### config.mk
export PLATFORM = sky130hd
export DESIGN_NAME = uart_tx_fifo
export DESIGN_NICKNAME = d
export VERILOG_FILES = /design/src/rtl/uart_tx_fifo.sv
export SDC_FILE = /design/constraint.sdc
export NUM_CORES = 1
export LEC_CHECK = 0
export ABC_AREA = 1
export CORE_ASPECT_RATIO = 1.75
export CORE_MARGIN = 1.5
export CORE_UTILIZATION = 48
export DETAILED_ROUTE_END_ITERATION = 8
export GPL_TIMING_DRIVEN = 0
export PLACE_DENSITY = 0.68
export SLEW_MARGIN = 30
export SYNTH_ARGS = -nofsm -noshare
export SYNTH_HDL_FRONTEND = slang
export SYNTH_SLANG_ARGS = --single-unit
### constraint.sdc
create_clock -name clk -period 2 [get_ports clk]
set_input_delay 0.4 -clock clk [delete_from_list [all_inputs] [get_ports clk]]
set_output_delay 0.4 -clock clk [all_outputs]
set_load 0.01 [all_outputs]
### src/rtl/uart_tx_fifo.sv
// Byte FIFO feeding a UART transmitter: valid/ready push side, paced single-cycle
// launches on the transmitter side, with a sticky error if busy never answers a launch.
module uart_tx_fifo #(
    parameter int DEPTH        = 16,
    parameter int ADDR_W       = 4,
    parameter int BUSY_TIMEOUT = 8
) (
    input  logic              clk,
    input  logic              rst,
    input  logic [7:0]        wr_data,
    input  logic              wr_valid,
    output logic              wr_ready,
    output logic [ADDR_W:0]   count,
    output logic              empty,
    output logic              full,
    output logic [7:0]        uart_din,
    output logic              uart_wr_en,
    input  logic              uart_tx_busy,
    output logic              tx_active,
    output logic              timeout_err,
    output logic [1:0]        fsm_state
);
    // Handshake: a byte is taken on any rising edge where wr_valid && wr_ready;
    // the host must hold wr_data stable until then.
    typedef enum logic [1:0] {
        IDLE      = 2'd0,
        LAUNCH    = 2'd1,
        WAIT_BUSY = 2'd2,
        WAIT_DONE = 2'd3
    } state_t;

    localparam int TW = $clog2(BUSY_TIMEOUT) + 1;
    localparam logic [ADDR_W:0]   CNT_ONE  = 1;
    localparam logic [ADDR_W:0]   CNT_FULL = (ADDR_W + 1)'(DEPTH);
    localparam logic [ADDR_W-1:0] PTR_ONE  = 1;
    localparam logic [TW-1:0]     TMO_ONE  = 1;
    localparam logic [TW-1:0]     TMO_LAST = TW'(BUSY_TIMEOUT - 2);

    state_t            state;
    logic [7:0]        mem [DEPTH];
    logic [ADDR_W-1:0] wr_ptr;
    logic [ADDR_W-1:0] rd_ptr;
    logic [TW-1:0]     tmo_cnt;
    logic              push;
    logic              pop;

    assign full      = (count == CNT_FULL);
    assign empty     = (count == '0);
    assign wr_ready  = !full;
    assign push      = wr_valid && !full;
    assign pop       = (state == IDLE) && !empty && !uart_tx_busy;
    assign tx_active = (state != IDLE);
    assign fsm_state = state;

    // Storage is deliberately left unreset.
    always_ff @(posedge clk) begin
        if (push) begin
            mem[wr_ptr] <= wr_data;
        end
    end

    always_ff @(posedge clk) begin
        if (rst) begin
            state       <= IDLE;
            wr_ptr      <= '0;
            rd_ptr      <= '0;
            count       <= '0;
            uart_din    <= 8'h00;
            uart_wr_en  <= 1'b0;
            tmo_cnt     <= '0;
            timeout_err <= 1'b0;
        end else begin
            if (push) begin
                wr_ptr <= wr_ptr + PTR_ONE;
            end
            if (push && !pop) begin
                count <= count + CNT_ONE;
            end else if (pop && !push) begin
                count <= count - CNT_ONE;
            end

            case (state)
                IDLE: begin
                    if (pop) begin
                        uart_din   <= mem[rd_ptr];
                        uart_wr_en <= 1'b1;
                        rd_ptr     <= rd_ptr + PTR_ONE;
                        state      <= LAUNCH;
                    end
                end
                LAUNCH: begin
                    uart_wr_en <= 1'b0;
                    tmo_cnt    <= '0;
                    state      <= WAIT_BUSY;
                end
                WAIT_BUSY: begin
                    if (uart_tx_busy) begin
                        state <= WAIT_DONE;
                    end else begin
                        tmo_cnt <= tmo_cnt + TMO_ONE;
                        // Byte is treated as consumed; draining continues.
                        if (tmo_cnt == TMO_LAST) begin
                            timeout_err <= 1'b1;
                            state       <= IDLE;
                        end
                    end
                end
                WAIT_DONE: begin
                    if (!uart_tx_busy) begin
                        state <= IDLE;
                    end
                end
                default: state <= IDLE;
            endcase
        end
    end
endmodule

==> summary.txt <==
Setup crit end kind - flip-flop
Pwr Density - 1320 nW/um2
Finished Cell Area - 8260 um2
Synth Register Bits - 157
Area share of the largest cell type after synthesis - 55.4%
RSZ-0062 raised after global routing - yes
Final slew viol count - 0
Final Power - 10.9 mW
Fmax - 0.499 GHz
Sequential fraction of the synthesis area - 63.8%
WS Path Type - reg2reg
Placement Cell Area - 7490 um2
Gr ovfl total - 0
Initial Utilization - 48.8%
Failing checks - setup timing
Placement row count - 58
Final hold slack - 0.424 ns
TritonCTS clock tree - built
Slew headroom - 42.3%
Area Overhead vs Synth - 19.1%
# clock sinks - 157
Max Cap Viol - 0
Initial antenna violation count - 0
Post-layout util - 58.1%
Total die area - 15200 um2
Synth Instances - 709
Post-CTS Hold Buffers - 0
GRT Overall Usage - 25.8%
Wire per inst - 19.1 um
Syn avg cell area - 9.78 um2
Most common cell after layout, fill and taps aside - nand2_1
Skew final - 0.0102 ns
Clk Latency, worst-skew pair - 0.42 ns
Final WL - 18300 um
I/O Buffers - 31
Vias in the first global route - 5141
Post-DP HPWL - 13100 um
Slew @ Worst Pin - 0.862 ns
Status - complete, but fails checks
CTS max path bufs - 2
Worst VDD drop - 0.872 mV
Tcrit/Tclk final - 100%
Switching share of power - 33.8%
Cell variety after synth - 29
Hold Violations, Final - 0
Area contributors post-synth - edfxtp_1 55%, nand2_1 12%, dfxtp_1 8.4%, nand3_1 6.9%, inv_1 5.1%
Iter 0 DRT Violations - 520
DR vias/cell - 5.24
DRC Markers - 0
Final setup margin - -0.00501 ns
Die width - 93.9 um
Ant. Diodes - 0
H-tree Lvls - 4
Commonest non-fill, non-tap cells in the layout - 224 x nand2_1, 128 x edfxtp_1, 96 x nand3_1
Antenna Violating Nets Remaining - 0
Fillers - 1256
Static Leak - 3.48 nW
Largest net degree at the start of global routing - 17
Core box area - 14200 um2
CP arrival - 2.34 ns
Routability cong. - 0.955
Layout net count - 788
Layout cells sized above 1 - 12.5%
Worst Path Required - 2.34 ns
CTS buffer count - 17
Ports - 33
Post-layout minimum cycle time - 2.01 ns
Clock slew at reported path FFs - 0.07 ns
Comb power frac - 32.2%
Synth area leader - edfxtp_1
Cell Area, Synth - 6940 um2
Hold Crit Class - in2reg
Sw Pwr - 3.69 mW
Count of final setup violators - 1
Mapped Nets - 733
Vias - 5011
Startpoint Class - flip-flop
First-pass GRT wire length - 27800 um
Clock root buffer - clkbuf_16
Yosys warnings - 0
Reg power frac - 36.3%
Die height - 162 um
Pint - 7.22 mW
Clock network power share - 31.5%
First-pass DRT Iterations - 6
Post-Place Worst Slack - -0.444 ns
Crit Path Max Fanout - 6
area by class of cell:
| cell class | instances | area, um2 | area share, % |
|---|---|---|---|
| repair buffers | 37 | 355 | 4.30 |
| multi-input cells | 423 | 2040 | 24.7 |
| plain buffers | 29 | 195 | 2.36 |
| flip-flops and latches | 157 | 4440 | 53.8 |
| inverters | 99 | 374 | 4.53 |
| clock inverters | 12 | 185 | 2.24 |
| well taps | 180 | 225 | 2.73 |
| clock buffers | 20 | 447 | 5.41 |
repair_timing:
| item | 4_1_cts | 5_1_grt |
|---|---|---|
| gates resized for setup | 20 | 16 |
| endpoints found under the setup margin | 87 | 53 |
| buffers inserted | 2 | 4 |
| pin swaps | 3 | 5 |
sequential cells by signal, summed over array words and instances, names as in the netlist:
signal,cells
timeout_err,1
count,5
uart_din,8
rd_ptr,4
mem,128
uart_wr_en,1
fsm_state,2
tmo_cnt,4
wr_ptr,4
kinds of logic after synthesis:
group	count (synthesis)	synth area share (%)
compound gates	26	1.97
xor+xnor	8	1.01
fa+ha+maj	12	2.27
simple gates	377	22.7
flops	157	63.8
buf+inv	129	8.23
path summary, 6_finish.rpt:
kind	start	end	slack [ns]	depth (start not counted)
max	count[3]$_SDFFE_PP0P_	count[4]$_SDFFE_PP0P_	-0.005	12
min reg2reg	timeout_err$_SDFFE_PP0P_	timeout_err$_SDFFE_PP0P_	0.48	2
min	rst	timeout_err$_SDFFE_PP0P_	0.42	2
max reg2reg	count[3]$_SDFFE_PP0P_	count[4]$_SDFFE_PP0P_	-0.005	12
cell usage after synthesis:
| cell | instances |
|---|---|
| nand2_1 | 225 |
| edfxtp_1 | 128 |
| nand3_1 | 96 |
| inv_1 | 94 |
| nor2_1 | 43 |
| dfxtp_1 | 29 |
| a21oi_1 | 15 |
| buf_2 | 12 |
| ha_1 | 11 |
| buf_4 | 9 |
| o21ai_0 | 9 |
| xor2_1 | 7 |
| buf_6 | 5 |
| clkbuf_1 | 4 |
| inv_2 | 3 |
| nand4_1 | 3 |
| clkinv_1 | 2 |
| nand2_2 | 2 |
| nor3_1 | 2 |
| a21boi_0 | 1 |
| a21oi_2 | 1 |
| and3_1 | 1 |
| fa_1 | 1 |
| nand2_4 | 1 |
| nand4_2 | 1 |
| nor2_2 | 1 |
| nor3b_1 | 1 |
| or2_2 | 1 |
| xnor2_1 | 1 |
per-layer routing:
metal  vias to the layer above  global-route usage (%)  share of wire, %
li1                       2405                       -                 -
met1                      2337                    26.3                35
met2                       199                    46.9                54
met3                        70                    5.10               4.6
met4                         0                    16.4               6.4
met5                         -                       0                 0
critical path, stage by stage, from the launching register on:
cell and delay [ns]:
dfxtp_4 0.37, nor2_4 0.14, nand4_1 0.11, buf_6 0.16
nand2_8 0.08, ha_4 0.16, inv_4 0.05, ha_1 0.31
a21oi_1 0.14, nand2_1 0.08, xnor2_1 0.14, nand2_1 0.07
a21oi_1 0.12
through the flow:
stage / cells / TNS (ns)
after CTS: 954 / -1.01
after global routing: 957 / -0.195
final: 957 / -0.00501
after floorplan: 709 / 0
after global placement: 920 / -32.18
after detailed placement: 920 / -36.07
power groups by stage:
stage	combinational, mW	sequential (mW)	clock [mW]
floorplan	1.97	4.02	0
global placement	3.24	3.99	0
detailed placement	3.30	4.00	0
CTS	3.40	3.95	3.46
global route	3.82	3.99	3.58
finish	3.51	3.96	3.44
(Power assumes the default switching activity.)
